===== config.mk =====
export PLATFORM = sky130hd
export DESIGN_NAME = fixed_bcd_conv
export DESIGN_NICKNAME = d
export VERILOG_FILES = /design/src/rtl/fixed_bcd_conv.sv
export SDC_FILE = /design/constraint.sdc
export NUM_CORES = 1
export LEC_CHECK = 0
export CORE_ASPECT_RATIO = 1.5
export CORE_UTILIZATION = 58
export CTS_CLUSTER_DIAMETER = 40
export CTS_CLUSTER_SIZE = 10
export DETAILED_ROUTE_END_ITERATION = 12
export GPL_TIMING_DRIVEN = 0
export PLACE_DENSITY = 0.84
export SLEW_MARGIN = 25
export SYNTH_ARGS = -nofsm -noshare
export SYNTH_HDL_FRONTEND = slang
export SYNTH_SLANG_ARGS = --single-unit

===== constraint.sdc =====
create_clock -name clk -period 2.8 [get_ports clk]
set_input_delay 0.28 -clock clk [delete_from_list [all_inputs] [get_ports clk]]
set_output_delay 0.28 -clock clk [all_outputs]
set_load 0.02 [all_outputs]

===== src/rtl/fixed_bcd_conv.sv =====
// Converts a Q8.8 value to sign + four BCD digits (hundreds, tens, ones, tenths).
// The integer part uses an 8-step sequential double-dabble; the tenths digit is computed at capture.
module fixed_bcd_conv #(
    parameter bit SIGNED = 1'b1
) (
    input  logic        clk,
    input  logic        rst,
    input  logic [15:0] value,
    input  logic        start,
    output logic        busy,
    output logic        done,
    output logic        neg,
    output logic [3:0]  digit3,
    output logic [3:0]  digit2,
    output logic [3:0]  digit1,
    output logic [3:0]  digit0
);

    typedef enum logic [1:0] {IDLE, CONV, DONE} state_t;

    state_t        state;
    state_t        state_nxt;
    logic   [3:0]  cnt;
    logic          capture;
    logic          last;
    logic          is_neg;
    logic signed [15:0] mag_s;
    logic   [15:0] mag;
    logic   [19:0] sr_p0;
    logic   [19:0] sr_nxt;
    logic   [3:0]  tenths_p0;
    logic          neg_p0;

    // One double-dabble iteration: correct every BCD nibble >= 5, then shift left.
    function automatic logic [19:0] dabble_step(input logic [19:0] sr);
        logic [19:0] adj;
        adj = sr;
        for (int i = 0; i < 3; i++) begin
            if (adj[8 + 4*i +: 4] >= 4'd5)
                adj[8 + 4*i +: 4] = adj[8 + 4*i +: 4] + 4'd3;
        end
        return {adj[18:0], 1'b0};
    endfunction

    // floor(frac * 10 / 256), truncating.
    function automatic logic [3:0] tenths_of(input logic [7:0] frac);
        logic [11:0] prod;
        prod = {4'b0000, frac} * 12'd10;
        return prod[11:8];
    endfunction

    // Low 16 bits of the 17-bit negation equal the 16-bit negation, so -128.0 maps to 0x8000.
    assign is_neg  = (SIGNED == 1'b1) && value[15];
    assign mag_s   = is_neg ? -$signed(value) : $signed(value);
    assign mag     = mag_s;

    assign capture = start && (state != CONV);
    assign last    = (state == CONV) && (cnt == 4'd7);
    assign sr_nxt  = dabble_step(sr_p0);
    assign busy    = (state == CONV);
    assign done    = (state == DONE);

    always_ff @(posedge clk or negedge rst) begin
        if (!rst) begin
            state <= IDLE;
            cnt   <= 4'd0;
        end else begin
            state <= state_nxt;
            if (capture)
                cnt <= 4'd0;
            else if (state == CONV)
                cnt <= cnt + 4'd1;
        end
    end

    always_comb begin
        state_nxt = state;
        case (state)
            IDLE:    if (start) state_nxt = CONV;
            CONV:    if (cnt == 4'd7) state_nxt = DONE;
            DONE:    state_nxt = start ? CONV : IDLE;
            default: state_nxt = IDLE;
        endcase
    end

    // Stage p0: captured operand and shift register
    always_ff @(posedge clk) begin
        if (capture) begin
            sr_p0     <= {12'd0, mag[15:8]};
            tenths_p0 <= tenths_of(mag[7:0]);
            neg_p0    <= is_neg;
        end else if (state == CONV) begin
            sr_p0 <= sr_nxt;
        end
    end

    // Output stage: digits update only when a conversion completes
    always_ff @(posedge clk or negedge rst) begin
        if (!rst) begin
            neg    <= 1'b0;
            digit3 <= 4'd0;
            digit2 <= 4'd0;
            digit1 <= 4'd0;
            digit0 <= 4'd0;
        end else if (last) begin
            neg    <= neg_p0;
            digit3 <= sr_nxt[19:16];
            digit2 <= sr_nxt[15:12];
            digit1 <= sr_nxt[11:8];
            digit0 <= tenths_p0;
        end
    end

endmodule


After elaboration in Yosys (flattened, before gate mapping):

Cells that the tools add are included.

* multiply operators: 1
* equal/unequal tests: 6
* $lt $le $gt $ge: 3
* reductions and logical operators: 5
* muxes and demuxes: 12
* add/subtract/negate cells: 5

Operators by type and width (number)
* 2-to-1 mux 16 bit: 1
* 2-to-1 mux 4 bit: 4
* 2-to-1 mux 8 bit: 2
* negation 16 bit: 1
* >= comparator 4 x 3 -> 1 bit, second input constant: 3
* multiplier 8 x 3 -> 11 bit, second input constant: 1
* adder 4 x 2 -> 4 bit, second input constant: 2
* one-hot mux 2 bit (3 select lines): 1
* adder 4 x 1 -> 4 bit, second input constant: 1
* equality test 4 x 3 -> 1 bit, second input constant: 1
* 2-to-1 mux 2 bit: 2
* != test 2 x 1 -> 1 bit, second input constant: 2
* adder 3 x 2 -> 3 bit, second input constant: 1
* 2-to-1 mux 3 bit: 1
* equality test 2 x 1 -> 1 bit, second input constant: 1
* equality test 2 bit, second input constant: 1
* logical AND 1 bit: 2
* logical NOT 2 bit: 1
* != test 2 bit, second input constant: 1
* AND reduction 2 bit: 1
* nonzero test 2 bit: 1
* 2-to-1 mux 1 bit: 1

* logic and storage cells: 43
* output and inout port bits: 19
* bits in registers: 48

Depth between registers and ports, before layout:

* depth in word-level cells: 3
* mapped depth: 13
* mapped depth without buffers: 13

Worst setup path after synthesis:

OpenSTA, ideal clock, no wires.

* path kind: input to register
* start point: input port value[1]
* end point: register tenths_p0[1], data pin
* stages: 13
* arrival: 2.735 ns
* data required time: 2.542 ns
* setup time: 0.258 ns
* path buffers: 0
* path slack: -0.193 ns
* path through: inv_1 > ha_1 > or4b_4 > o21ai_2 > xor2_2 > inv_2 > xnor2_1 > ha_1 > a21oi_1 > o22ai_1 > a311oi_2 > xnor2_1 > xnor2_1

* longest elaborated chain between the ends: 3

Ends and longest elaborated chain
* from (decl): line 8 `input logic [15:0] value,`
* negation 16 bit: line 54 `assign mag_s = is_neg ? -$signed(value) : $signed(value);`
* 2-to-1 mux 16 bit *: line 54
* multiplier 8 x 3 -> 11 bit *: line 48 `prod = {4'b0000, frac} * 12'd10;`
* to (signal assigned): line 90 `tenths_p0 <= tenths_of(mag[7:0]);`
* to (decl): line 31 `logic [3:0] tenths_p0;`

Every way passes the cells marked *; elsewhere a longest branch is shown, timed or not.
A chain may end at the register's enable or synchronous reset.

Worst setup path after layout:

* start point: input port value[0]
* end point: register tenths_p0[2], data pin

The elaborated chain is that of the path after synthesis.

==> impl_metrics.yaml <==
run_status:
  outcome: "finished with violations"
  violations: "DRC, setup timing"
yosys:
  netlist-cell-type-count: 39
  synthMostInstantiatedCell: "nand2_1"
  synthCells: 281
  netlist.area_leader.share_pct: 22.0
  synth_common_cells: "nand2_1 (49), o21ai_0 (35), dfrtp_1 (23)"
  yosysSeqAreaShare_pct: 46.2
  synth_area_sq_um: 2610
  synth_area_leaders: "dfrtp_1 (22%), edfxtp_1 (15%), dfxtp_1 (9.2%)"
  yosys_warnings: 0
  synth-edff-count: 13
  synth_ff_type: "dfrtp_1"
  synthArstFlopShare_pct: 47.9
  syn-num-nets: 315
  ys_seq_elements: 48
  avgSynthCellArea_sq_um: 9.30
  synth_top_cell_by_area: "dfrtp_1"
setup_path:
  worst-path-buf-inv: 4
  cp.arrival_ns: 2.93
  crit_family: "compound AO/OA/AOI/OAI gates"
  cpMaxStageDelayCell: "or4b_4"
  r2r_cells: 5
  worstSetupPathType: "in2reg"
  crit_fanout: 4
  cp-end-kind: "flop"
  cp-start-kind: "input port"
  worstPathRequired_ns: 2.85
  crit_cells: 15
  crit_path_max_incr_delay_ns: 0.48
  path_cells: "buf_8 > inv_4 > ha_4 > or4b_4 > o21ai_4 > xor2_4 > inv_2 > xnor2_2 > ha_1 > a21oi_2 > o22ai_2 > a311oi_2 > buf_4 > or3_1 > nand3_1"
routing:
  wl_met1_um: 2110
  wl_met2_um: 3190
  wl_met3_um: 153
  drtIter0Drc: 90
  wl_um: 5580
  drt-pass1-iter-count: 8
  drtAntennaViolNets: 0
  num_vias: 2228
  vias_per_cell: 5.82
  drcViolationCount: 4
  routedWlPerCell_um: 14.6
  top_layer_used: "met4"
power_and_ir_drop:
  clockPowerShare_pct: 12.6
  p_total_uw: 3080
  ir_drop_mv: 0.445
  p_per_area_nw_per_um2: 939
  p_int_uw: 1870
  combinationalPowerShare_pct: 47.2
  power_switching_uw: 1200
  p_seq_share_pct: 40.2
  power.leakage_uw: 0.00141
  switching_share_pct: 39.1
finish:
  layout.nets: 370
  antennaDiodeCount: 0
  fillerInstances: 312
  finalNonFillerCells: 383
  areaGrowthSynthToFinish_pct: 25.5
  drive_gt1_share_pct: 13.9
  final_cell_area_sq_um: 3280
placement:
  dp_slack_ns: -1.05
  numPlacedInstances: 362
  gp_congestion: 0.794
  hpwl_um: 3950
  port-buffer-count: 35
  place_area_sq_um: 3050
timing:
  fin_hold_ws_ns: 0.446
  worst_pin_slew_ns: 0.656
  slew_headroom_pct: 56.1
  fin_ws_ns: -0.0803
  hold_viol_final: 0
  maxSlewViolCount: 0
  final.period_utilization_pct: 103
  period_minus_slack_ns: 2.88
  rsz0062_at_grt: "true"
  finalSetupViolations: 2
  fmax_mhz: 347
  fin_skew_ns: 0.00403
min_path:
  hold_path.class: "reg2reg"
  min_path_cells: 2
run:
  cap_violations: 0
grt:
  grt_usage_pct: 25.8
  grt_max_degree: 24
  grt_pass1_wl_um: 9510
  grt_pass1_vias: 2171
  antenna_found_initial: 0
  grt.overflow.total: 0
floorplanning:
  start_util_pct: 61.0
  die_w_um: 56.8
  placementRows: 29
  dieArea_sq_um: 4780
  die_height_um: 84.2
  core_area_sq_um: 4280
  io_pins: 38
clock_network:
  htree_levels: 2
  clkTransAtPathRegs_ns: 0.08
  cts_buffers: 5
  root_buffer: "clkbuf_8"
  cts_buffer_depth: 2
  cts.sinks: 48
  insertion_delay_ns: 0.30
  tritoncts: "yes"
-- registers in the layout, summed over array words and instances (netlist names) --
register   count
cnt            4
tenths_p0      4
digit0         4
digit1         4
digit3         4
neg            1
neg_p0         1
sr_p0         20
state          2
digit2         4
-- final cells by class --
class / instances / area [sq um] / area share [%]
Multi-Input combinational cell: 204 / 1360 / 41.5
Sequential cell: 48 / 1210 / 36.8
Timing Repair Buffer: 48 / 447 / 13.6
Inverter: 19 / 86.3 / 2.63
Clock buffer: 7 / 76.3 / 2.33
Tap cell: 46 / 57.6 / 1.76
Buffer: 10 / 40.0 / 1.22
Clock inverter: 1 / 5.00 / 0.153
-- stage by stage --
step	setup TNS (ns)	utilization [%]
2_1_floorplan	-0.139	-
6_report	-0.159	76.6
5_1_grt	-0.471	76.6
3_3_place_gp	-3.26	71.4
4_1_cts	-0.00891	75.6
3_5_place_dp	-3.57	71.3
-- logic make-up (layout without fill, tap and decap cells) --
| kind of cell | Yosys count | count (layout) | share of synthesized area, % |
|---|---|---|---|
| compound gates | 64 | 64 | 14.8 |
| xor+xnor | 25 | 25 | 8.67 |
| fa+ha+maj | 15 | 15 | 7.18 |
| buf+inv | 29 | 85 | 4.21 |
| flops | 48 | 48 | 46.2 |
| mux | 4 | 4 | 1.72 |
| simple gates | 96 | 96 | 17.3 |
-- power by group through the flow --
stage	clock network [uW]	registers (uW)	logic [uW]
2_1_floorplan	0	1360	763
3_3_place_gp	0	1240	1350
3_5_place_dp	0	1250	1400
4_1_cts	395	1240	1440
5_1_grt	425	1280	1620
6_report	388	1240	1450
-- worst register-to-register path: cells and delay by family, from the launching register on --
kind	cells	cell delay [ns]
buf+inv	3	0.96
flops	1	0.40
simple gates	2	0.64
-- routing by layer --
metal	GRT usage, %	vias up
li1	-	1084
met1	27.4	1073
met2	49.8	60
met3	3.70	11
met4	10.4	0
met5	0	-
-- repair_timing --
action	in CTS	in global routing
pin swaps	11	13
hold buffers	1	0
hold endpoints to repair	23	0
cloned	0	0
resized for setup	33	4
setup buffers	7	5
endpoints found under the setup margin	4	3
-- cell usage in the layout (no fill, tap or decap), types with 2 or more instances in the layout --
| cell | netlist | final |
|---|---|---|
| clkbuf_8 | 0 | 5 |
| inv_1 | 18 | 16 |
| edfxtp_1 | 13 | 13 |
| a31oi_1 | 3 | 3 |
| or4_1 | 2 | 2 |
| dfrtp_1 | 23 | 23 |
| a21oi_1 | 7 | 5 |
| o21ai_0 | 35 | 35 |
| nand2b_1 | 5 | 5 |
| buf_2 | 1 | 5 |
| clkdlybuf4s50_1 | 0 | 27 |
| nand2_1 | 49 | 48 |
| dfxtp_1 | 12 | 12 |
| nor3_1 | 6 | 6 |
| xnor2_1 | 14 | 13 |
| a22o_1 | 2 | 2 |
| a21oi_2 | 0 | 2 |
| xor2_1 | 10 | 10 |
| nor2_1 | 13 | 13 |
| ha_1 | 15 | 14 |
| buf_4 | 0 | 12 |
| mux2_2 | 4 | 4 |
| clkbuf_1 | 9 | 10 |
| nand3_1 | 11 | 11 |
| o31ai_1 | 6 | 6 |
| or3b_2 | 3 | 3 |
| a21o_1 | 3 | 3 |
-- worst paths after layout --
kind | endpoint | slack [ns] | startpoint
worst max-delay path | tenths_p0[2] | -0.08 | value[0]
worst min-delay path | digit0[0] | 0.45 | tenths_p0[0]
worst max register to register | sr_p0[7] | 0.50 | state[0]
worst min register to register | digit0[0] | 0.45 | tenths_p0[0]
max in group asynchronous | digit2[2] | 1.97 | rst
min in group asynchronous | digit1[3] | 0.48 | rst
Note: power is estimated with default switching activity, not from simulation.
